==> src/rtl/axis_image_vip_pkg.sv <==
// Shared types and constants for the AXI4-Stream image pattern VIP.
// The same 32-bit Galois LFSR drives throttling and PRBS pixel data.
package axis_image_vip_pkg;

  typedef enum logic [1:0] {
    PAT_RAMP  = 2'd0,
    PAT_CONST = 2'd1,
    PAT_PRBS  = 2'd2,
    PAT_CHECK = 2'd3
  } pattern_e;

  typedef enum logic [1:0] {
    IDLE   = 2'd0,
    STREAM = 2'd1,
    DONE   = 2'd2
  } src_state_e;

  localparam logic [31:0] LFSR_POLY = 32'h8020_0003;
  localparam logic [31:0] SRC_SEED  = 32'hACE1_0001;
  localparam logic [31:0] SNK_SEED  = 32'h1357_9BDF;
  localparam logic [31:0] PRBS_SEED = 32'hACE1_0001;

  function automatic logic [31:0] lfsr_next(input logic [31:0] s);
    return s[0] ? ((s >> 1) ^ LFSR_POLY) : (s >> 1);
  endfunction

  // Subtraction borrow avoids a constant compare when the threshold is zero.
  function automatic logic throttle_ok(input logic [3:0] lfsr_lo, input logic [3:0] thr);
    logic [4:0] diff;
    diff = {1'b0, lfsr_lo} - {1'b0, thr};
    return ~diff[4];
  endfunction

endpackage

==> src/rtl/axis_image_frame_checker.sv <==
// Sink-side framing checker: tracks line/pixel position, counts SOF/EOL
// mismatches, and latches a per-frame checksum of the received pixels.
module axis_image_frame_checker
  import axis_image_vip_pkg::*;
#(
  parameter int DW    = 24,
  parameter int IMG_W = 64,
  parameter int IMG_H = 48
) (
  input  logic          clk_i,
  input  logic          rstn_i,
  input  logic          clear_i,
  input  logic          xfer_i,
  input  logic [DW-1:0] data_i,
  input  logic          last_i,
  input  logic          user_i,
  output logic [15:0]   err_cnt_o,
  output logic [15:0]   frame_cnt_o,
  output logic [31:0]   checksum_o
);

  localparam int XW = (IMG_W > 1) ? $clog2(IMG_W) : 1;
  localparam int YW = (IMG_H > 1) ? $clog2(IMG_H) : 1;
  localparam logic [XW-1:0] XMAX = XW'(IMG_W - 1);
  localparam logic [YW-1:0] YMAX = YW'(IMG_H - 1);

  logic [XW-1:0] sx_q, sx_d;
  logic [YW-1:0] sy_q, sy_d;
  logic [31:0]   acc_q, acc_d;
  logic [15:0]   err_q, err_d;
  logic [15:0]   frame_q, frame_d;
  logic [31:0]   sum_q, sum_d;

  logic          exp_last, exp_user;
  logic [16:0]   err_sum;
  logic [31:0]   data_ext;

  assign exp_last = (sx_q == XMAX);
  assign exp_user = (sx_q == '0) && (sy_q == '0);
  assign err_sum  = {1'b0, err_q} + 17'(last_i != exp_last) + 17'(user_i != exp_user);
  assign data_ext = 32'(data_i);

  // A stray SOF is treated as the first pixel of a fresh frame, so the
  // checksum and position restart from that beat.
  always_comb begin
    sx_d    = sx_q;
    sy_d    = sy_q;
    acc_d   = acc_q;
    err_d   = err_q;
    frame_d = frame_q;
    sum_d   = sum_q;
    if (clear_i) begin
      sx_d    = '0;
      sy_d    = '0;
      acc_d   = '0;
      err_d   = '0;
      frame_d = '0;
      sum_d   = '0;
    end else if (xfer_i) begin
      err_d = err_sum[16] ? 16'hFFFF : err_sum[15:0];
      if (user_i && !exp_user) begin
        sx_d  = XW'(1);
        sy_d  = '0;
        acc_d = data_ext;
      end else if (exp_last && (sy_q == YMAX)) begin
        sum_d   = acc_q + data_ext;
        frame_d = frame_q + 16'd1;
        acc_d   = '0;
        sx_d    = '0;
        sy_d    = '0;
      end else begin
        acc_d = acc_q + data_ext;
        if (exp_last) begin
          sx_d = '0;
          sy_d = sy_q + YW'(1);
        end else begin
          sx_d = sx_q + XW'(1);
        end
      end
    end
  end

  always_ff @(posedge clk_i or negedge rstn_i) begin
    if (!rstn_i) begin
      sx_q    <= '0;
      sy_q    <= '0;
      acc_q   <= '0;
      err_q   <= '0;
      frame_q <= '0;
      sum_q   <= '0;
    end else begin
      sx_q    <= sx_d;
      sy_q    <= sy_d;
      acc_q   <= acc_d;
      err_q   <= err_d;
      frame_q <= frame_d;
      sum_q   <= sum_d;
    end
  end

  assign err_cnt_o   = err_q;
  assign frame_cnt_o = frame_q;
  assign checksum_o  = sum_q;

endmodule

==> src/rtl/axis_image_pattern_vip.sv <==
// AXI4-Stream image VIP: pattern source with SOF/EOL sideband, throttled
// sink with framing checker, and a shared stall timeout.
module axis_image_pattern_vip
  import axis_image_vip_pkg::*;
#(
  parameter int PIX_BYTES     = 3,
  parameter int IMG_W         = 64,
  parameter int IMG_H         = 48,
  parameter int NUM_FRAMES    = 2,
  parameter int THROTTLE      = 0,
  parameter int TIMEOUT_CYCLE = 1000
) (
  input  logic                   clk_i,
  input  logic                   rstn_i,
  input  logic                   start_i,
  input  logic [1:0]             pattern_sel_i,
  input  logic [PIX_BYTES*8-1:0] fill_i,
  output logic [PIX_BYTES*8-1:0] axis_m_data_o,
  output logic                   axis_m_valid_o,
  input  logic                   axis_m_ready_i,
  output logic                   axis_m_last_o,
  output logic                   axis_m_user_o,
  input  logic [PIX_BYTES*8-1:0] axis_s_data_i,
  input  logic                   axis_s_valid_i,
  output logic                   axis_s_ready_o,
  input  logic                   axis_s_last_i,
  input  logic                   axis_s_user_i,
  output logic                   done_o,
  output logic                   timeout_o,
  output logic [15:0]            err_cnt_o,
  output logic [15:0]            frame_cnt_o,
  output logic [31:0]            checksum_o
);

  localparam int DW = PIX_BYTES * 8;
  localparam int XW = (IMG_W > 1) ? $clog2(IMG_W) : 1;
  localparam int YW = (IMG_H > 1) ? $clog2(IMG_H) : 1;
  localparam int FW = (NUM_FRAMES > 1) ? $clog2(NUM_FRAMES) : 1;
  localparam logic [XW-1:0] XMAX      = XW'(IMG_W - 1);
  localparam logic [YW-1:0] YMAX      = YW'(IMG_H - 1);
  localparam logic [FW-1:0] FMAX      = FW'(NUM_FRAMES - 1);
  localparam logic [3:0]    THR       = 4'(THROTTLE);
  localparam logic [31:0]   TMO_LIMIT = 32'(TIMEOUT_CYCLE);

  src_state_e    state_q, state_d;
  pattern_e      pat_q, pat_d;
  logic [XW-1:0] x_q, x_d;
  logic [YW-1:0] y_q, y_d;
  logic [FW-1:0] f_q, f_d;
  logic          valid_q, valid_d;
  logic [DW-1:0] fill_q, fill_d;
  logic [31:0]   prbs_q, prbs_d;
  logic [31:0]   tmo_q, tmo_d;
  logic          timeout_q, timeout_d;
  logic          done_q, done_d;
  logic [31:0]   src_lfsr_q, snk_lfsr_q;

  logic          m_xfer, s_xfer, idle, launch, last_beat, src_go;
  logic [31:0]   ramp;
  logic [DW-1:0] pix;

  assign src_go    = throttle_ok(src_lfsr_q[3:0], THR);
  assign m_xfer    = valid_q && axis_m_ready_i;
  assign s_xfer    = axis_s_valid_i && axis_s_ready_o;
  assign idle      = !m_xfer && !s_xfer;
  assign launch    = start_i && (state_q != STREAM);
  assign last_beat = (x_q == XMAX) && (y_q == YMAX) && (f_q == FMAX);
  assign ramp      = 32'(y_q) * 32'(IMG_W) + 32'(x_q);

  always_comb begin
    pix = '0;
    unique case (pat_q)
      PAT_RAMP:  pix = DW'(ramp);
      PAT_CONST: pix = fill_q;
      PAT_PRBS:  pix = DW'(prbs_q);
      PAT_CHECK: pix = (x_q[0] ^ y_q[0]) ? '1 : '0;
    endcase
  end

  // Sideband and data are qualified by valid so the port idles at zero.
  assign axis_m_valid_o = valid_q;
  assign axis_m_data_o  = valid_q ? pix : '0;
  assign axis_m_last_o  = valid_q && (x_q == XMAX);
  assign axis_m_user_o  = valid_q && (x_q == '0) && (y_q == '0);
  assign axis_s_ready_o = rstn_i && throttle_ok(snk_lfsr_q[3:0], THR);

  // Valid only rises on throttle-permitted cycles and is never withdrawn
  // before a handshake except by the stall timeout.
  always_comb begin
    state_d   = state_q;
    pat_d     = pat_q;
    x_d       = x_q;
    y_d       = y_q;
    f_d       = f_q;
    valid_d   = valid_q;
    fill_d    = fill_q;
    prbs_d    = prbs_q;
    tmo_d     = tmo_q;
    timeout_d = timeout_q;
    done_d    = done_q;
    unique case (state_q)
      IDLE: ;
      STREAM: begin
        if (m_xfer) begin
          prbs_d = lfsr_next(prbs_q);
          if (x_q == XMAX) begin
            x_d = '0;
            if (y_q == YMAX) begin
              y_d = '0;
              f_d = f_q + FW'(1);
            end else begin
              y_d = y_q + YW'(1);
            end
          end else begin
            x_d = x_q + XW'(1);
          end
        end
        tmo_d = idle ? (tmo_q + 32'd1) : '0;
        if (m_xfer && last_beat) begin
          state_d = DONE;
          valid_d = 1'b0;
        end else if (idle && ((tmo_q + 32'd1) == TMO_LIMIT)) begin
          timeout_d = 1'b1;
          state_d   = DONE;
          valid_d   = 1'b0;
        end else if (!valid_q || m_xfer) begin
          valid_d = src_go;
        end
      end
      DONE: begin
        if (frame_cnt_o >= 16'(NUM_FRAMES)) done_d = 1'b1;
      end
      default: state_d = IDLE;
    endcase
    if (launch) begin
      state_d   = STREAM;
      pat_d     = pattern_e'(pattern_sel_i);
      fill_d    = fill_i;
      prbs_d    = PRBS_SEED;
      x_d       = '0;
      y_d       = '0;
      f_d       = '0;
      valid_d   = 1'b0;
      tmo_d     = '0;
      timeout_d = 1'b0;
      done_d    = 1'b0;
    end
  end

  always_ff @(posedge clk_i or negedge rstn_i) begin
    if (!rstn_i) begin
      state_q    <= IDLE;
      pat_q      <= PAT_RAMP;
      x_q        <= '0;
      y_q        <= '0;
      f_q        <= '0;
      valid_q    <= 1'b0;
      fill_q     <= '0;
      prbs_q     <= PRBS_SEED;
      tmo_q      <= '0;
      timeout_q  <= 1'b0;
      done_q     <= 1'b0;
      src_lfsr_q <= SRC_SEED;
      snk_lfsr_q <= SNK_SEED;
    end else begin
      state_q    <= state_d;
      pat_q      <= pat_d;
      x_q        <= x_d;
      y_q        <= y_d;
      f_q        <= f_d;
      valid_q    <= valid_d;
      fill_q     <= fill_d;
      prbs_q     <= prbs_d;
      tmo_q      <= tmo_d;
      timeout_q  <= timeout_d;
      done_q     <= done_d;
      src_lfsr_q <= lfsr_next(src_lfsr_q);
      snk_lfsr_q <= lfsr_next(snk_lfsr_q);
    end
  end

  assign done_o    = done_q;
  assign timeout_o = timeout_q;

  axis_image_frame_checker #(
    .DW    (DW),
    .IMG_W (IMG_W),
    .IMG_H (IMG_H)
  ) u_checker (
    .clk_i       (clk_i),
    .rstn_i      (rstn_i),
    .clear_i     (launch),
    .xfer_i      (s_xfer),
    .data_i      (axis_s_data_i),
    .last_i      (axis_s_last_i),
    .user_i      (axis_s_user_i),
    .err_cnt_o   (err_cnt_o),
    .frame_cnt_o (frame_cnt_o),
    .checksum_o  (checksum_o)
  );

endmodule

==> config.mk <==
export PLATFORM = sky130hd
export DESIGN_NAME = axis_image_pattern_vip
export DESIGN_NICKNAME = d
export VERILOG_FILES = /design/src/rtl/axis_image_vip_pkg.sv /design/src/rtl/axis_image_frame_checker.sv /design/src/rtl/axis_image_pattern_vip.sv
export SDC_FILE = /design/constraint.sdc
export NUM_CORES = 1
export LEC_CHECK = 0
export ABC_AREA = 1
export ABC_CLOCK_PERIOD_IN_PS = 6700
export BUFFER_PORTS_ARGS = -buffer_cell sky130_fd_sc_hd__buf_2
export CAP_MARGIN = 10
export CORE_MARGIN = 4
export CORE_UTILIZATION = 50
export CTS_CLUSTER_DIAMETER = 120
export CTS_CLUSTER_SIZE = 25
export DETAILED_ROUTE_END_ITERATION = 10
export GPL_TIMING_DRIVEN = 1
export PLACE_DENSITY = 0.74
export SYNTH_ARGS = -nofsm -noshare
export SYNTH_HDL_FRONTEND = slang
export SYNTH_SLANG_ARGS = --single-unit
==> constraint.sdc <==
create_clock -name clk_i -period 6.7 [get_ports clk_i]
set_input_delay 1.34 -clock clk_i [delete_from_list [all_inputs] [get_ports clk_i]]
set_output_delay 1.34 -clock clk_i [all_outputs]
set_load 0.005 [all_outputs]
---- Word-level counts from Yosys, hierarchy flattened ----
Index checks and enable logic that the tools add are counted.
W data, S select, Z words.
word-level totals
  bits in registers ....................... 216
  bits of input ports ..................... 57
  output and inout port bits .............. 94
  logic and storage cells ................. 159
operators by class
  add/sub/neg operators ................... 11
  magnitude comparators ................... 1
  equal/unequal tests ..................... 17
  multiplexer cells ....................... 65
  bitwise logic cells ..................... 2
  reduce and logical (&&, ||, !) cells .... 46
operators with widths
  kind                     number
  $mux W32                 15
  $mux W6                  19
  $mux W16                 7
  $pmux W24 S4             1
  $mux W24                 2
  $add A32 B1 Y32 const B  1
  $add A32 B24 Y32         1
  $eq A32 B10 Y1 const B   1
  $add A6 B1 Y6 const B    4
  $eq A6 B6 Y1 const B     4
  $logic_not A6 Y1         4
  $reduce_bool A2 Y1       9
  $add A16 B1 Y17          1
  $add A17 B1 Y17          1
  $mux W1                  17
  $add A16 B1 Y16 const B  1
  $ge A16 B2 Y1 const B    1
  $logic_and A1 B1 Y1      14
  $add A12 B6 Y13          1
  $reduce_and A2 Y1        5
  $reduce_and A3 Y1        3
  $reduce_bool A4 Y1       2
  $eq A2 B2 Y1 const B     3
  $mux W2                  3
  other kinds (14)         22

---- Logic depth before layout (Yosys ltp) ----
  word-level depth ........................ 8
  depth in mapped cells ................... 19
  depth with buffers taken out ............ 19

---- Cells and area by module ----
Synthesis repeated with hierarchy kept, for this count alone.
unflattened totals
  cells, all modules ...................... 1883
  area total of the unflattened synthesis .. 13236.4 um2
modules (own cells, without submodules)
  module                    times used  cells an instance  area each (um2)  sequential area each (um2)
  axis_image_frame_checker  1           1112               7444.6           2702.6
  axis_image_pattern_vip    1           771                5791.8           2713.9

---- Least setup slack after synthesis ----
No wires, ideal clock.
  path kind ............................... input to register
  from .................................... in axis_s_user_i
  to ...................................... reg u_checker.err_q[14] (netlist: u_checker.err_cnt_o[14])
  setup time .............................. 131 ps
  arrival time ............................ 3227 ps
  data required time ...................... 6569 ps
  slack ................................... 3342 ps
  cell stages on the path ................. 11
  path buffers ............................ 0
  cell sequence ........................... ha_1 > fa_1 > inv_1 > ha_1 > nand3_1 > nor3_1 > nand2_1 > nor4_1 > o21ai_0 > a21oi_1 > o22ai_1
between the ends
  word-level cells in the longest chain between the ends .. 5
RTL lines
  item                    line                            source
  start: declaration      axis_image_pattern_vip.sv:27    input logic axis_s_user_i,
  $ne A1 B1 Y1            axis_image_frame_checker.sv:40  assign err_sum = {1'b0, err_q} + 17'(last_i != exp_last) + 17'(user_i != exp_user);
  $add A17 B1 Y17         axis_image_frame_checker.sv:40
  $mux W16                axis_image_frame_checker.sv:60  err_d = err_sum[16] ? 16'hFFFF : err_sum[15:0];
  $mux W16                axis_image_frame_checker.sv:59  end else if (xfer_i) begin
  $mux W16                axis_image_frame_checker.sv:52  if (clear_i) begin
  end signal: assignment  axis_image_frame_checker.sv:95  err_q <= err_d;
  end: declaration        axis_image_frame_checker.sv:30  logic [15:0] err_q, err_d;
No other way between the ends. The select of a mux whose other input is x is not followed.
A chain may end at the register's enable or synchronous reset.

---- Worst setup path after layout ----
  from .................................... reg u_checker.sy_q[0]
  to ...................................... reg u_checker.sy_q[1]
between the ends
  word-level cells in the longest chain between the ends .. 7
  elaborated cells on any way between the ends .. 14
  those cells by class .................... add/sub (1); eq/ne (1); mux (5); reduce/logical (7)
RTL lines
  item                                                                   line                            source
  start: declaration                                                     axis_image_frame_checker.sv:28  logic [YW-1:0] sy_q, sy_d;
  start signal: assignment                                               axis_image_frame_checker.sv:93  sy_q <= sy_d;
  parallel branches: the longest is 7 deep, another holds $add A6 B1 Y6  --
Parallel ways; which one is timed is not known. The select of a mux whose other input is x is not followed.

==> impl_metrics.env <==
export IMPL_fin_tns_setup_ns=0
export IMPL_seqPwrFrac_pct=44.3
export IMPL_cp_buffers_inverters=3
export IMPL_grt_setup_unrepaired="false"
export IMPL_track_usage_pct=23.7
export IMPL_max_clock_path_buffers=3
export IMPL_p_switching_w=0.00143
export IMPL_seq_area_frac_synth_pct=43.6
export IMPL_finalHoldViolCount=0
export IMPL_status="finished clean"
export IMPL_cellPowerDensity_mw_per_mm2=277
export IMPL_drv_slew=0
export IMPL_grt_util_met3_pct=2.63
export IMPL_cp_top_family="simple AND/OR/NAND/NOR gates"
export IMPL_start_util_pct=50.9
export IMPL_leakagePower_nw=6.78
export IMPL_area_growth_pct=11.3
export IMPL_routed_via_density=5.50
export IMPL_gp_congestion=0.924
export IMPL_cts_tree="done"
export IMPL_die_area_mm2=0.0274
export IMPL_root_buffer="clkbuf_16"
export IMPL_ys_top_cells_by_area="dfrtp_1, nand2_1, inv_1, o21ai_0, nand3_1"
export IMPL_power_total_w=0.00383
export IMPL_relSlewSlack_pct=23.0
export IMPL_row_count=57
export IMPL_synth_cell_type_count=47
export IMPL_cts_max_level=1
export IMPL_cp_slowest_cell="nor2_1"
export IMPL_syn_area_per_cell_um2=7.59
export IMPL_grt_use_met2_pct=39.8
export IMPL_max_freq_mhz=256
export IMPL_pwr_share_clk_pct=20.8
export IMPL_vdd_drop_max_uv=275
export IMPL_internal_power_w=0.00239
export IMPL_post_cts_resized=0
export IMPL_layout_drive_gt1_share_pct=12.6
export IMPL_setup_viol=0
export IMPL_cts_hold_buf=0
export IMPL_drc=0
export IMPL_synth_top_area_share_pct=41.7
export IMPL_post_cts_buffers=0
export IMPL_maxCapViolations=0
export IMPL_ys_flop_type="dfrtp_1"
export IMPL_clk_pin_slew_ns=0.10
export IMPL_skew_ns=0.0191
export IMPL_fillerInstances=2292
export IMPL_ant_nets=0
export IMPL_slowest_delay_ns=0.88
export IMPL_nets=1856
export IMPL_antenna_found_initial=0
export IMPL_die_w_um=166
export IMPL_synthesis_nets=1732
export IMPL_finalCritPeriodShare_pct=58.3
export IMPL_required_ns=7.09
export IMPL_firstDrtPassIters=6
export IMPL_cts_num_sinks=216
export IMPL_post_synth_top_area_cell="dfrtp_1"
export IMPL_die_height_um=166
export IMPL_end_kind="flop"
export IMPL_pwr_share_comb_pct=34.9
export IMPL_utilization_pct=56.6
export IMPL_core_region_area_mm2=0.0244
export IMPL_grt_pass1_wl_um=53900
export IMPL_drt_initial_drc_count=730
export IMPL_min_period_ns=3.91
export IMPL_synthArstFlopShare_pct=100
export IMPL_ys_ff_latch=216
export IMPL_io_buffers=150
export IMPL_worst_pin_slew_ns=1.15
export IMPL_place_hpwl_um=23600
export IMPL_path_class="reg2reg"
export IMPL_synth_cells=1636
export IMPL_synth_edff_count=0
export IMPL_met1_usage_pct=33.4
export IMPL_overflow=0
export IMPL_arrival_ns=4.29
export IMPL_clkLatencyLatePin_ns=0.48
export IMPL_grt_pass1_vias=11100
export IMPL_whs_ns=0.482
export IMPL_netlist_area_mm2=0.0124
export IMPL_n_antenna_cell=0
export IMPL_drt_wl_total_um=32400
export IMPL_cp_start_kind="flop"
export IMPL_grt_max_degree=87
export IMPL_seq_area_mm2=0.00542
export IMPL_vias=11500
export IMPL_multiInputGateArea_mm2=0.00608
export IMPL_hold_path_class="reg2reg"
export IMPL_mostFrequentLayoutCell="nand2_1"
export IMPL_swShare_pct=37.4
export IMPL_ys_warnings_count=0
export IMPL_crit_chain="inv_1 -> ha_1 -> nand4_1 -> nor3_1 -> nand4_1 -> ha_1 -> buf_4 -> nor2_2 -> nand2_1 -> nor2_1 -> inv_1 -> nor2_1 -> nand2_1 -> o21ai_0"
export IMPL_ios=151
export IMPL_path_max_fanout=28
export IMPL_top_usage_layer="met2"
export IMPL_final_cell_mix="nand2_1, dfrtp_1, inv_1, buf_2, nor2_1"
export IMPL_wl_per_cell_um=15.5
export IMPL_cts_made_buffers=12
==> flip-flops by register name (all words and copies together) (netlist names), 2 cells and up <==
signal / count
y_q: 6
u_checker.frame_cnt_o: 16
u_checker.sx_q: 6
x_q: 6
fill_q: 24
u_checker.checksum_o: 32
prbs_q: 32
u_checker.err_cnt_o: 16
state_q: 2
u_checker.sy_q: 6
pat_q: 2
u_checker.acc_q: 32
tmo_q: 32
==> layer usage <==
metal | up-vias | part of all wire [%]
met4 | 0 | 1.4
met2 | 325 | 48
met1 | 5449 | 45
met5 | - | 0
met3 | 31 | 5.2
li1 | 5674 | -
==> worst min-delay path, cell delays in order, from the launching register on <==
cell and delay [ns]:
dfrtp_1 0.36, nand2_1 0.05, nand2_1 0.05
==> cells in the mapped netlist, types with 11 or more instances <==
master      n
nand2_1   434
dfrtp_1   207
inv_1     183
nor2_1    146
o21ai_0   124
nand3_1   112
a21oi_1    71
o22ai_1    42
clkbuf_1   40
ha_1       37
xor2_1     29
nor3_1     26
a221oi_1   24
nand4_1    17
o211ai_1   15
nor4_1     13
xnor2_1    12
buf_2      11
==> stage by stage <==
stage / setup WS (ns) / instance area (µm²) / std cells
after floorplan: 3.34 / 12400 / 1636
after CTS: 2.84 / 13800 / 2088
after global routing: 2.40 / 13800 / 2088
after detailed placement: 2.41 / 13500 / 2070
final: 2.79 / 13800 / 2088
after global placement: 2.48 / 13500 / 2070
==> kinds of logic (layout without fill, tap and decap cells) <==
logic type / after synthesis / in the layout / synth area share, %
AOI/OAI and AO/OA: 316 / 316 / 14.9
DFF: 216 / 216 / 43.6
buffers and inverters: 241 / 369 / 7.43
adders and majority gates: 39 / 39 / 4.05
xor gates and xnor gates: 41 / 41 / 2.89
and+or+nand+nor: 783 / 783 / 27.1
==> power by group through the flow <==
| stage | Clock (W) | Combinational [W] | Sequential (W) |
|---|---|---|---|
| 5_1_grt | 0.000869 | 0.00152 | 0.00172 |
| 2_1_floorplan | 0 | 0.000954 | 0.00167 |
| 4_1_cts | 0.000818 | 0.00133 | 0.00169 |
| 3_3_place_gp | 0 | 0.00129 | 0.00171 |
| 3_5_place_dp | 0 | 0.00132 | 0.00172 |
| 6_report | 0.000797 | 0.00133 | 0.00170 |
==> path summary, 6_finish.rpt <==
check	slack, ns	cells past startpoint	to	from
min in group asynchronous	0.83	1	tmo_q[28]	rstn_i
max in group asynchronous	4.51	2	state_q[1]	rstn_i
max	2.79	14	u_checker.sy_q[1]	u_checker.sy_q[0]
min reg2reg	0.48	2	fill_q[22]	fill_q[22]
max reg2reg	2.79	14	u_checker.sy_q[1]	u_checker.sy_q[0]
min	0.48	2	fill_q[22]	fill_q[22]
==> final cells by class <==
type / count / share of cell area, %
Clock buffer: 17 / 2.46
Clock inverter: 1 / 0.0815
Inverter: 189 / 5.14
Multi-Input combinational cell: 1179 / 44.0
Sequential cell: 216 / 39.2
Tap cell: 324 / 2.93
Timing Repair Buffer: 162 / 6.16
(Power assumes the default switching activity.)
